===== src/rtl/mem_arb_pkg.sv =====
// Shared types and defaults for the two-requestor memory port arbiter.
// Holds the default address/data widths, the port identifier used by the
// round-robin pointer and read tags, and the read-tag payload.
// Optional build macro: MEM_ARB_STATS_EN (grant counters in mem_port_arbiter).
package mem_arb_pkg;

    localparam int unsigned ADDR_W_DEF = 3;
    localparam int unsigned DATA_W_DEF = 8;
    localparam int unsigned CNT_W      = 16;

    typedef logic [ADDR_W_DEF-1:0] addr_t;
    typedef logic [DATA_W_DEF-1:0] data_t;

    typedef enum logic {
        PORT_A = 1'b0,
        PORT_B = 1'b1
    } port_id_e;

    typedef struct packed {
        logic     valid;
        port_id_e port;
    } rd_tag_t;

endpackage


===== src/rtl/mem_arb_rsp_slot.sv =====
// One-entry read response holding register for a single requestor.
// Ports:
//   clk, rst      - clock, asynchronous active-high reset
//   issue_i       - a read for this port was granted this cycle
//   capture_i     - returning RAM data for this port is valid this cycle
//   data_i        - returning RAM data
//   rready_i      - requestor accepts the held response
//   rvalid_o      - response valid (registered)
//   rdata_o       - response data (registered)
//   busy_c        - read in flight or held; blocks further reads
module mem_arb_rsp_slot
    import mem_arb_pkg::*;
#(
    parameter int unsigned DATA_W = DATA_W_DEF
) (
    input  logic              clk,
    input  logic              rst,
    input  logic              issue_i,
    input  logic              capture_i,
    input  logic [DATA_W-1:0] data_i,
    input  logic              rready_i,
    output logic              rvalid_o,
    output logic [DATA_W-1:0] rdata_o,
    output logic              busy_c
);

    logic inflight_q;

    // In-flight flag covers grant until the data lands in the slot.
    always_ff @(posedge clk or posedge rst) begin
        if (rst) begin
            inflight_q <= 1'b0;
            rvalid_o   <= 1'b0;
            rdata_o    <= '0;
        end else begin
            if (issue_i) begin
                inflight_q <= 1'b1;
            end else if (capture_i) begin
                inflight_q <= 1'b0;
            end

            if (capture_i) begin
                rvalid_o <= 1'b1;
                rdata_o  <= data_i;
            end else if (rvalid_o && rready_i) begin
                rvalid_o <= 1'b0;
            end
        end
    end

    assign busy_c = inflight_q | rvalid_o;

endmodule


===== src/rtl/mem_port_arbiter.sv =====
// Round-robin merge of two requestors onto one single-port RAM bank, with a
// tagged synchronous-read return path and per-port held read responses.
// Ports:
//   clk_pi, rst_pi                      - clock, asynchronous active-high reset
//   req/we/addr/data_{a,b}_i            - requests, held until granted
//   gnt_{a,b}_o                         - combinational grant
//   rvalid/rdata_{a,b}_o, rready_{a,b}_i - read response handshake
//   ram_addr/data/en/we_o, ram_data_i   - RAM bank interface
//   gnt_cnt_{a,b}_o                     - saturating grant counters, only
//                                         when MEM_ARB_STATS_EN is defined
module mem_port_arbiter
    import mem_arb_pkg::*;
#(
    parameter int unsigned ADDR_W = ADDR_W_DEF,
    parameter int unsigned DATA_W = DATA_W_DEF
) (
    input  logic              clk_pi,
    input  logic              rst_pi,
    input  logic              req_a_i,
    input  logic              we_a_i,
    input  logic [ADDR_W-1:0] addr_a_i,
    input  logic [DATA_W-1:0] data_a_i,
    output logic              gnt_a_o,
    output logic              rvalid_a_o,
    output logic [DATA_W-1:0] rdata_a_o,
    input  logic              rready_a_i,
    input  logic              req_b_i,
    input  logic              we_b_i,
    input  logic [ADDR_W-1:0] addr_b_i,
    input  logic [DATA_W-1:0] data_b_i,
    output logic              gnt_b_o,
    output logic              rvalid_b_o,
    output logic [DATA_W-1:0] rdata_b_o,
    input  logic              rready_b_i,
    output logic [ADDR_W-1:0] ram_addr_o,
    output logic [DATA_W-1:0] ram_data_o,
    output logic              ram_en_o,
    output logic              ram_we_o,
    input  logic [DATA_W-1:0] ram_data_i
`ifdef MEM_ARB_STATS_EN
   ,output logic [CNT_W-1:0]  gnt_cnt_a_o,
    output logic [CNT_W-1:0]  gnt_cnt_b_o
`endif
);

    port_id_e rr_q;
    rd_tag_t  tag0_q;
    rd_tag_t  tag1_q;
    logic     busy_a;
    logic     busy_b;
    logic     elig_a;
    logic     elig_b;
    logic     cap_a;
    logic     cap_b;

    // Writes never wait on the response slot; reads need an idle slot.
    always_comb begin
        elig_a  = req_a_i & (we_a_i | ~busy_a);
        elig_b  = req_b_i & (we_b_i | ~busy_b);
        gnt_a_o = elig_a & (~elig_b | (rr_q == PORT_A));
        gnt_b_o = elig_b & (~elig_a | (rr_q == PORT_B));
    end

    // Issue stage, pointer update and two-stage read tag pipeline.
    always_ff @(posedge clk_pi or posedge rst_pi) begin
        if (rst_pi) begin
            rr_q       <= PORT_A;
            ram_en_o   <= 1'b0;
            ram_we_o   <= 1'b0;
            ram_addr_o <= '0;
            ram_data_o <= '0;
            tag0_q     <= '0;
            tag1_q     <= '0;
        end else begin
            ram_en_o <= gnt_a_o | gnt_b_o;
            if (gnt_a_o) begin
                ram_we_o   <= we_a_i;
                ram_addr_o <= addr_a_i;
                ram_data_o <= data_a_i;
                rr_q       <= PORT_B;
            end else if (gnt_b_o) begin
                ram_we_o   <= we_b_i;
                ram_addr_o <= addr_b_i;
                ram_data_o <= data_b_i;
                rr_q       <= PORT_A;
            end
            tag0_q.valid <= (gnt_a_o & ~we_a_i) | (gnt_b_o & ~we_b_i);
            tag0_q.port  <= gnt_b_o ? PORT_B : PORT_A;
            tag1_q       <= tag0_q;
        end
    end

    // Second tag stage lines up with RAM read data on ram_data_i.
    assign cap_a = tag1_q.valid & (tag1_q.port == PORT_A);
    assign cap_b = tag1_q.valid & (tag1_q.port == PORT_B);

    mem_arb_rsp_slot #(.DATA_W(DATA_W)) u_slot_a (
        .clk       (clk_pi),
        .rst       (rst_pi),
        .issue_i   (gnt_a_o & ~we_a_i),
        .capture_i (cap_a),
        .data_i    (ram_data_i),
        .rready_i  (rready_a_i),
        .rvalid_o  (rvalid_a_o),
        .rdata_o   (rdata_a_o),
        .busy_c    (busy_a)
    );

    mem_arb_rsp_slot #(.DATA_W(DATA_W)) u_slot_b (
        .clk       (clk_pi),
        .rst       (rst_pi),
        .issue_i   (gnt_b_o & ~we_b_i),
        .capture_i (cap_b),
        .data_i    (ram_data_i),
        .rready_i  (rready_b_i),
        .rvalid_o  (rvalid_b_o),
        .rdata_o   (rdata_b_o),
        .busy_c    (busy_b)
    );

`ifdef MEM_ARB_STATS_EN
    // Saturating per-port grant counters.
    always_ff @(posedge clk_pi or posedge rst_pi) begin
        if (rst_pi) begin
            gnt_cnt_a_o <= '0;
            gnt_cnt_b_o <= '0;
        end else begin
            if (gnt_a_o && (gnt_cnt_a_o != {CNT_W{1'b1}})) begin
                gnt_cnt_a_o <= gnt_cnt_a_o + CNT_W'(1);
            end
            if (gnt_b_o && (gnt_cnt_b_o != {CNT_W{1'b1}})) begin
                gnt_cnt_b_o <= gnt_cnt_b_o + CNT_W'(1);
            end
        end
    end
`endif

endmodule

===== config.mk =====
export PLATFORM = sky130hd
export DESIGN_NAME = mem_port_arbiter
export DESIGN_NICKNAME = d
export VERILOG_FILES = /design/src/rtl/mem_arb_pkg.sv /design/src/rtl/mem_arb_rsp_slot.sv /design/src/rtl/mem_port_arbiter.sv
export SDC_FILE = /design/constraint.sdc
export NUM_CORES = 1
export LEC_CHECK = 0
export CAP_MARGIN = 10
export CORE_MARGIN = 2
export CORE_UTILIZATION = 37
export CTS_CLUSTER_SIZE = 12
export DETAILED_ROUTE_END_ITERATION = 7
export PLACE_DENSITY = 0.81
export SKIP_LAST_GASP = 1
export SYNTH_ARGS = -nofsm -noshare
export SYNTH_HDL_FRONTEND = slang
export SYNTH_SLANG_ARGS = --single-unit
export TNS_END_PERCENT = 1

===== constraint.sdc =====
create_clock -name clk_pi -period 1.3 [get_ports clk_pi]
set_input_delay 0.26 -clock clk_pi [delete_from_list [all_inputs] [get_ports clk_pi]]
set_output_delay 0.26 -clock clk_pi [all_outputs]
set_load 0.02 [all_outputs]

==> metrics.md, run 1 <==
| Metric | Value |
|---|---|
| Outcome | finished with violations |
| Failing checks | setup timing |
| Post-Layout Cell Count | 274 |
| Unrepaired setup endpoints after global routing | yes |
| Worst-Margin Slew | 0.493 ns |
| # fillers | approximately 330 |
| Reg area | 953 um^2 |
| Ratio of cells with drive above 1 in the final layout | 0.165 |
| Register-to-register setup slack | -0.21 ns |
| Area growth, synth to finish | 63.1% |
| Crit path DAT | 1.32 ns |
| Total CTS buffers | 5 |
| Net Count, Synth | 170 |
| CP Cell Sequence | clkdlybuf4s50_1 -> o21bai_4 -> a211oi_4 -> buf_6 |
| Hold WC Path Type | primary input to asynchronous set/reset pin |
| Largest net degree at the start of global routing | 39 |
| Core outline area | between 4000 and 5000 um^2 |
| Slew Viols, Final | 0 |
| Worst Path Max Fanout | 3 |
| Tcrit/Tclk final | 1.21 |
| Final setup margin | -0.276 ns |
| Clock skew | 0.00362 ns |
| P per Cell Area | 2070 nW/um^2 |
| Crit start category | primary input |
| First-pass GRT wire length | 5.99 mm |
| Initial core utilization | 0.394 |
| Clock root cell | clkbuf_8 |
| Area of the multi-input gates | 508 um^2 |
| Port Buf Inserts | 70 |
| Routability cong. | 0.847 |
| Initial antenna violation count | 0 |
| CP delay by family, top | buffers and inverters |
| Power, Total | 5.44 mW |
| Crit-path max cell delay | 0.42 ns |
| Via Count | 1276 |
| Finished Core Util | 0.643 |
| Clock period minus worst slack | 1.58 ns |
| Leak Pwr | roughly 1.3 nW |
| Fmax | around 0.63 GHz |
| Placed Area | 2520 um^2 |
| Mapped Area | approximately 1600 um^2 |
| IO Count | 71 |
| CTS tree | built |
| Design Area, Final | 2630 um^2 |
| Hold Fails Final Rpt | 0 |
| Post-Syn Instances | approximately 130 |
| Ys Warns | 0 |
| Die H | 70.0 um |
| # diodes | 0 |
| Most frequent cells in the layout | clkdlybuf4s50_1 (65), inv_1 (39), dfrtp_1 (36) |
| DR iter-0 viols | 58 |
| R2R depth | 4 |
| Hold_ws | 0.325 ns |
| Mean post-synth cell area | 12.2 um^2 |
| Placement row count | 23 |
| Worst-skew pair later-pin latency | 0.28 ns |
| Worst IR drop on VDD | 0.000798 V |
| Global route overflow | 0 |
| Slew HR | 0.671 |
| Slowest cell on crit path | clkdlybuf4s50_1 |
| CTS H-tree lvls | 2 |
| Buf+Inv Stages, Crit Path | 2 |
| Yosys reg bits | 38 |
| First-pass DRT Iterations | 5 |
| Worst setup EP type | primary output |
| Routed wire length | 3.48 mm |
| DIE WIDTH | ~70 um |
| Final setup violation count | 49 |
| DRC errors left | 0 |
| Dpl ws | -0.742 ns |
| Die area | 4900 um^2 |
| Netlist cell types | 23 |
| CP required | 1.04 ns |
| Routed length per instance | 12.7 um |
| Nets | 261 |
| Antenna Nets Post-Route | 0 |
| Via/cell ratio | 4.66 |
| Commonest non-fill, non-tap cell in the layout | clkdlybuf4s50_1 |
| Worst Setup Path Type | primary input to primary output |
| Clock sinks | 38 |
| Setup TNS | -8.66 ns |
| Dpl cells | 266 |
| Sequential area share after synthesis | 0.591 |
| Hpwl dp | roughly 2.7 mm |
| Number of global-route vias before repair | 1392 |
| MaxCap Viol Count | 0 |
| Stages on the worst setup path | 4 |
| Clk slew on worst S/H paths | 0.07 ns |
| CTS Hold Buffers Added | 0 |
| Clock buffer depth | 2 |
| Tot GR Track Use | 0.155 |
[per-layer routing]
metal | track usage | part of all wire
met4 | 0.0769 | 0.015
met3 | 0.0577 | 0.099
met1 | 0.160 | 0.39
met5 | 0 | 0
met2 | 0.275 | 0.49
[worst paths after layout]
| kind | from | endpoint |
|---|---|---|
| max | we_a_i | gnt_b_o |
| min | rst_pi | ram_en_o |
| max reg2reg | u_slot_a.inflight_q | ram_we_o |
| min reg2reg | tag0_q[0] | tag1_q[0] |
| max in group asynchronous | rst_pi | u_slot_a.rvalid_o |
| min in group clk_pi | tag0_q[0] | tag1_q[0] |
[sequential cells by signal, summed over array words and instances (netlist names)]
name                 flops
ram_data_o               8
u_slot_a.rdata_o         8
u_slot_b.rdata_o         8
ram_addr_o               3
tag0_q                   2
tag1_q                   2
ram_en_o                 1
ram_we_o                 1
rr_q                     1
u_slot_a.inflight_q      1
u_slot_a.rvalid_o        1
u_slot_b.inflight_q      1
u_slot_b.rvalid_o        1
[logic make-up (layout without fill, tap and decap cells)]
group / count (synthesis) / after routing / synth area share
flops: 38 / 38 / 0.591
mux: 16 / 16 / 0.112
buf+inv: 44 / 136 / 0.113
simple gates: 7 / 7 / 0.0249
compound gates: 27 / 27 / 0.159
[report_power, final]
part / internal [mW] / total (mW) / switching, mW
clock network: 0.380 / 0.749 / 0.368
registers: 1.70 / 1.97 / 0.269
logic: 1.44 / 2.72 / 1.28
[worst min-delay path, cell delays in order]
cell and delay (ns):
clkdlybuf4s50_1 0.39, inv_1 0.09, buf_12 0.23
[timing repair]
action | 4_1_cts | 5_1_grt
setup endpoints to repair | 57 | 57
setup buffers | 0 | 0
gates resized for setup | 17 | 2
pin swaps | 1 | 1
[synthesized netlist by cell type]
cell,n,area [um^2]
a22o_1,1,8.76
a221oi_1,1,8.76
buf_6,2,22.5
nor2b_2,1,8.76
dfrtp_1,38,951
buf_2,2,10.0
a22oi_2,1,12.5
a31oi_1,2,12.5
inv_2,1,3.75
a222oi_1,11,110
o21bai_4,1,18.8
o21bai_1,1,7.51
mux2_1,16,180
a21o_1,2,15.0
inv_1,39,146
o21ai_1,3,15.0
a2111oi_2,1,15.0
nand2_1,4,15.0
o21ba_1,1,10.0
or4b_1,1,10.0
nand2b_1,1,6.26
o211a_1,1,10.0
a211oi_2,1,12.5
[layout make-up]
type                    count  area share
clock buffers               8      0.0305
inverters                  40      0.0572
multi-input cells          50       0.193
flip-flops and latches     38       0.363
well taps                  50      0.0238
repair buffers             88       0.332
(Power assumes the default switching activity.)
==> inputs of run 2 (changes only) <==
Settings changed: CORE_UTILIZATION 37 to 50, DONT_BUFFER_PORTS set to 1, PLACE_DENSITY 0.81 to 0.74, REMOVE_ABC_BUFFERS set to 1.
==> metrics.md, run 2 (synthesis results as in run 1) <==
| Metric | Value |
|---|---|
| # diodes | 0 (unchanged) |
| Hold Path Stages | 2 |
| Area growth, synth to finish | 17.2% |
| Clock root cell | clkbuf_4 |
| Slew Viols, Final | 0 (unchanged) |
| Slew HR | 0.703 (+0.0314) |
| Tcrit/Tclk final | 1.25 (+0.0408) |
| DRC errors left | 0 (unchanged) |
| Routability cong. | 0.782 (-7.7%) |
| Worst setup EP type | primary output |
| Core outline area | 3050 um^2 (-25%) |
| Hold WC Path Type | primary input to flop |
| R2R depth | 5 (+1) |
| Dpl ws | -0.117 ns (+0.626 ns) |
| Clock buffer depth | 2 (unchanged) |
| Number of global-route vias before repair | 1123 (-19%) |
| Die area | 3690 um^2 (-25%) |
| Crit path DAT | 1.37 ns (+0.05 ns) |
| Crit start category | flop |
| Antenna Nets Post-Route | 0 (unchanged) |
| Fmax | 0.614 GHz (-3.3%) |
| MaxCap Viol Count | 0 (unchanged) |
| Via/cell ratio | 5.36 (+15%) |
| Hpwl dp | 2.33 mm (-14%) |
| Clock skew | 0.00846 ns (+0.00483 ns) |
| Clock sinks | 38 (unchanged) |
| CP Cell Sequence | o21ba_1 -> a211oi_2 -> buf_6 -> buf_12 |
| Final setup violation count | 18 (-63%) |
| Placement row count | 20 (-13%) |
| Routed wire length | 3.09 mm (-11%) |
| Total CTS buffers | 5 (unchanged) |
| Worst IR drop on VDD | 0.000966 V (+21%) |
| Port Buf Inserts | 0 (-100%) |
| # fillers | 261 (-21%) |
| Outcome | finished with violations |
| Ratio of cells with drive above 1 in the final layout | 0.194 (+0.0284) |
| Worst Path Max Fanout | 3 (unchanged) |
| Nets | 192 (-26%) |
| Largest net degree at the start of global routing | 22 (-44%) |
| Unrepaired setup endpoints after global routing | yes |
| Worst Setup Path Type | flop to primary output |
| P per Cell Area | 2320 nW/um^2 (+12%) |
| Failing checks | setup timing |
| Commonest non-fill, non-tap cell in the layout | inv_1 |
| Worst-Margin Slew | 0.445 ns (-0.0479 ns) |
| First-pass GRT wire length | 4.97 mm (-17%) |
| Power, Total | 4.38 mW (-19%) |
| IO Count | 71 (unchanged) |
| First-pass DRT Iterations | 4 (-1) |
| DIE WIDTH | 60.8 um (-13%) |
| Most frequent cells in the layout | inv_1 (39), dfrtp_1 (38), mux2_1 (16) |
| Leak Pwr | 0.973 nW (-23%) |
| Crit-path max cell delay | 0.41 ns (about the same) |
| Initial core utilization | 0.527 (+0.133) |
| CTS H-tree lvls | 2 (unchanged) |
| Tot GR Track Use | 0.189 (+0.0339) |
| Setup TNS | -2.95 ns (+5.70 ns) |
| Clock period minus worst slack | 1.63 ns (+0.0531 ns) |
| Largest registers | ram_data_o: 8 flops, u_slot_a.rdata_o: 8 flops, u_slot_b.rdata_o: 8 flops |
| Via Count | 1067 (-16%) |
| Hold Fails Final Rpt | 0 (unchanged) |
| Clk slew on worst S/H paths | 0.12 ns (+0.05 ns) |
| Worst-skew pair later-pin latency | 0.34 ns (+0.06 ns) |
| Die H | 60.8 um (-13%) |
| Finished Core Util | 0.618 (-0.0242) |
| Slowest cell on crit path | dfrtp_1 |
| CTS tree | built |
| Initial antenna violation count | 0 (unchanged) |
| Routed length per instance | 15.5 um (+22%) |
| DR iter-0 viols | 56 (-3.4%) |
| Global route overflow | 0 (unchanged) |
| CP required | 1.04 ns (about the same) |
| Final setup margin | -0.329 ns (-0.0531 ns) |
==> run 2: final timing paths <==
path / startpoint / to / slack [ns]
max: u_slot_b.rvalid_o / gnt_b_o / -0.33
min: addr_a_i[0] / ram_addr_o[0] / 0.04
max reg2reg: u_slot_b.rvalid_o / ram_data_o[2] / -0.19
min reg2reg: tag0_q[0] / tag1_q[0] / 0.36
max in group asynchronous: rst_pi / tag1_q[1] / 0.69
min in group asynchronous: rst_pi / u_slot_b.rdata_o[5] / 0.38
==> run 2: power by group <==
| part | switching [mW] | leakage [nW] | internal [mW] |
|---|---|---|---|
| registers | 0.884 | 0.443 | 1.69 |
| clock network | 0.390 | 0.0343 | 0.260 |
| logic | 0.530 | 0.496 | 0.629 |
| total | 1.80 | 0.973 | 2.58 |
==> run 2: final cells by class <==
class	instances	area [um^2]	area share
clock inverter	2	12.5	0.00663
clock buffer	6	51.3	0.0272
sequential	38	951	0.504
tap	44	55.1	0.0292
multi-input combinational	50	477	0.252
inverter	40	150	0.0795
timing repair buffer	19	191	0.101
==> run 2: critical path: cells and delay by family, from the launching register on <==
kind	cells	cell delay (ns)
AO/OA/AOI/OAI	2	0.38
buffers and inverters	2	0.24
flip-flops	1	0.41
==> run 2: what timing repair did <==
action	CTS	global route
setup buffers	4	0
pin swaps	2	0
hold buffers	3	0
endpoints found under the setup margin	17	18
endpoints found under the hold margin	40	0
resized for setup	1	0
==> run 2: metal layers <==
layer | GRT usage | part of all wire | vias to the layer above | wire (um)
met1 | 0.195 | 0.37 | 509 | 1140
met4 | 0.0683 | 0.015 | 0 | 46
met3 | 0.0832 | 0.10 | 6 | 322
li1 | - | - | 490 | -
met5 | 0 | 0 | - | 0
met2 | 0.339 | 0.51 | 62 | 1590
==> run 2: metrics by stage <==
step / hold slack [ns] / instance area [um^2] / std cells
3_5_place_dp: 0.200 / 1760 / 184
3_3_place_gp: 0.187 / 1760 / 184
6_report: 0.0351 / 1890 / 199
2_1_floorplan: 0.331 / 1580 / 128
5_1_grt: 0.0164 / 1890 / 199
4_1_cts: 0.0223 / 1890 / 199
==> inputs of run 3 (changes only) <==
Settings changed: GPL_TIMING_DRIVEN set to 0.
==> metrics.md, run 3 (synthesis results as in run 1) <==
| Metric | Value |
|---|---|
| Crit-path max cell delay | 0.51 ns (+0.10 ns) |
| Routability cong. | 0.818 (+4.6%) |
| Failing checks | setup timing |
| Clock skew | 0.0124 ns (+0.00396 ns) |
| Worst setup EP type | primary output |
| Slew Viols, Final | 0 (unchanged) |
| CP delay by family, top | compound AO/OA/AOI/OAI gates |
| CP required | 1.04 ns (about the same) |
| Hold Path Stages | 2 (unchanged) |
| Tcrit/Tclk final | 1.39 (+0.133) |
| R2R depth | 4 (-1) |
| Routed wire length | 2.98 mm (-3.5%) |
| P per Cell Area | 2400 nW/um^2 (+3.4%) |
| Nets | 179 (-6.8%) |
| Post-Layout Cell Count | 186 (-6.5%) |
| MaxCap Viol Count | 0 (unchanged) |
| Dpl cells | 173 (-6.0%) |
| Port Buf Inserts | 0 (unchanged) |
| DR iter-0 viols | 53 (-5.4%) |
| Worst IR drop on VDD | 0.00115 V (+19%) |
| Stages on the worst setup path | 3 (-1) |
| Worst Setup Path Type | flop to primary output |
| Global route overflow | 0 (unchanged) |
| # fillers | 287 (+10%) |
| Area growth, synth to finish | 11.7% |
| Die H | 60.8 um (unchanged) |
| Hpwl dp | 2.17 mm (-6.6%) |
| Largest net degree at the start of global routing | 23 (+4.5%) |
| Outcome | finished with violations |
| Leak Pwr | 0.898 nW (-7.8%) |
| Clk slew on worst S/H paths | 0.12 ns (about the same) |
| # diodes | 0 (unchanged) |
| Commonest non-fill, non-tap cell in the layout | inv_1 |
| First-pass GRT wire length | 4.64 mm (-6.8%) |
| Tot GR Track Use | 0.178 (-0.0112) |
| CTS tree | built |
| Initial antenna violation count | 0 (unchanged) |
| Slew HR | 0.459 (-0.244) |
| Clock root cell | clkbuf_4 |
| Number of global-route vias before repair | 1026 (-8.6%) |
| Final setup margin | -0.502 ns (-0.173 ns) |
| Hold WC Path Type | primary input to flop |
| Slowest cell on crit path | dfrtp_2 |
| Routed length per instance | 16.0 um (+3.2%) |
| Finished Core Util | 0.589 (-0.0291) |
| Crit start category | flop |
| Clock period minus worst slack | 1.80 ns (+0.173 ns) |
| Via Count | 1033 (-3.2%) |
| First-pass DRT Iterations | 4 (unchanged) |
| Via/cell ratio | 5.55 (+3.6%) |
| Buf+Inv Stages, Crit Path | 1 (-1) |
| DRC errors left | 0 (unchanged) |
| Initial core utilization | 0.527 (unchanged) |
| Worst Path Max Fanout | 12 (+9) |
| Die area | 3690 um^2 (unchanged) |
| Core outline area | 3050 um^2 (unchanged) |
| Total CTS buffers | 5 (unchanged) |
| Hold Fails Final Rpt | 0 (unchanged) |
| Clock sinks | 38 (unchanged) |
| Unrepaired setup endpoints after global routing | yes |
| IO Count | 71 (unchanged) |
| Largest registers | ram_data_o: 8 flops, u_slot_a.rdata_o: 8 flops, u_slot_b.rdata_o: 8 flops |
| Crit path DAT | 1.54 ns (+0.17 ns) |
| Worst-skew pair later-pin latency | 0.34 ns (about the same) |
| Worst-Margin Slew | 0.811 ns (+0.366 ns) |
| Most frequent cells in the layout | inv_1 (39), dfrtp_1 (36), mux2_1 (16) |
| Antenna Nets Post-Route | 0 (unchanged) |
| CTS H-tree lvls | 2 (unchanged) |
| Final setup violation count | 19 (+1) |
| DIE WIDTH | 60.8 um (unchanged) |
| Placement row count | 20 (unchanged) |
| Ratio of cells with drive above 1 in the final layout | 0.148 (-0.0457) |
| CP Cell Sequence | o21ba_4 -> buf_4 -> o211a_4 |
| Fmax | 0.555 GHz (-9.6%) |
| Clock buffer depth | 2 (unchanged) |
==> run 3: cell count changes in the layout (fill, tap and decap cells not counted), moves of 2 or more <==
| cell | before | now |
|---|---|---|
| buf_12 | 3 | 0 |
| buf_4 | 12 | 1 |
| dfrtp_2 | 0 | 2 |
| dfrtp_1 | 38 | 36 |
==> run 3: final timing paths <==
check / slack [ns] / end / startpoint
max reg2reg: -0.36 / ram_data_o[0] / u_slot_b.rvalid_o
min: 0.04 / ram_addr_o[1] / addr_a_i[1]
max: -0.50 / gnt_a_o / u_slot_b.rvalid_o
max in group asynchronous: 0.19 / u_slot_b.rvalid_o / rst_pi
min in group asynchronous: 0.51 / tag0_q[1] / rst_pi
min reg2reg: 0.34 / tag1_q[0] / tag0_q[0]
==> run 3: repair_timing <==
| item | 4_1_cts | 5_1_grt |
|---|---|---|
| hold buffers | 3 | 0 |
| endpoints found under the hold margin | 23 | 0 |
| pin swaps | 2 | 2 |
| setup buffers | 1 | 0 |
| cloned | 1 | 0 |
| setup endpoints to repair | 19 | 31 |
| gates resized for setup | 7 | 0 |
==> run 3: cell type report <==
cell class,count,area (um^2),share of cell area
clock inverters,3,40.0,0.0223
clock buffers,5,37.5,0.0209
multi-input cells,51,510,0.284
repair buffers,5,52.6,0.0292
inverters,40,150,0.0834
flip-flops and latches,38,953,0.530
well taps,44,55.1,0.0306
==> run 3: per-layer routing <==
metal	share of wire	vias up	global-route usage	routed length, um
met5	0	-	0	0
met4	0.014	0	0.0776	42
met3	0.11	5	0.0896	322
met2	0.49	63	0.295	1450
met1	0.39	498	0.192	1170
li1	-	467	-	-
==> run 3: stage by stage <==
step           total power [mW]  hold slack (ns)  setup WS (ns)  area [um^2]  setup TNS [ns]
6_report                   4.32           0.0379         -0.502         1800           -5.02
5_1_grt                    4.61          0.00662         -0.608         1800           -7.49
4_1_cts                    4.37           0.0267         -0.587         1800           -5.68
3_5_place_dp               3.49            0.335         -0.819         1650          -10.60
3_3_place_gp               3.39            0.333         -0.684         1630          -13.64
2_1_floorplan              3.23            0.331         -0.416         1580           -5.46
==> run 3: where the power goes <==
group	switching (mW)	internal, mW	leakage [nW]
clock	0.379	0.398	0.0450
combinational	0.458	0.449	0.413
sequential	0.939	1.69	0.440
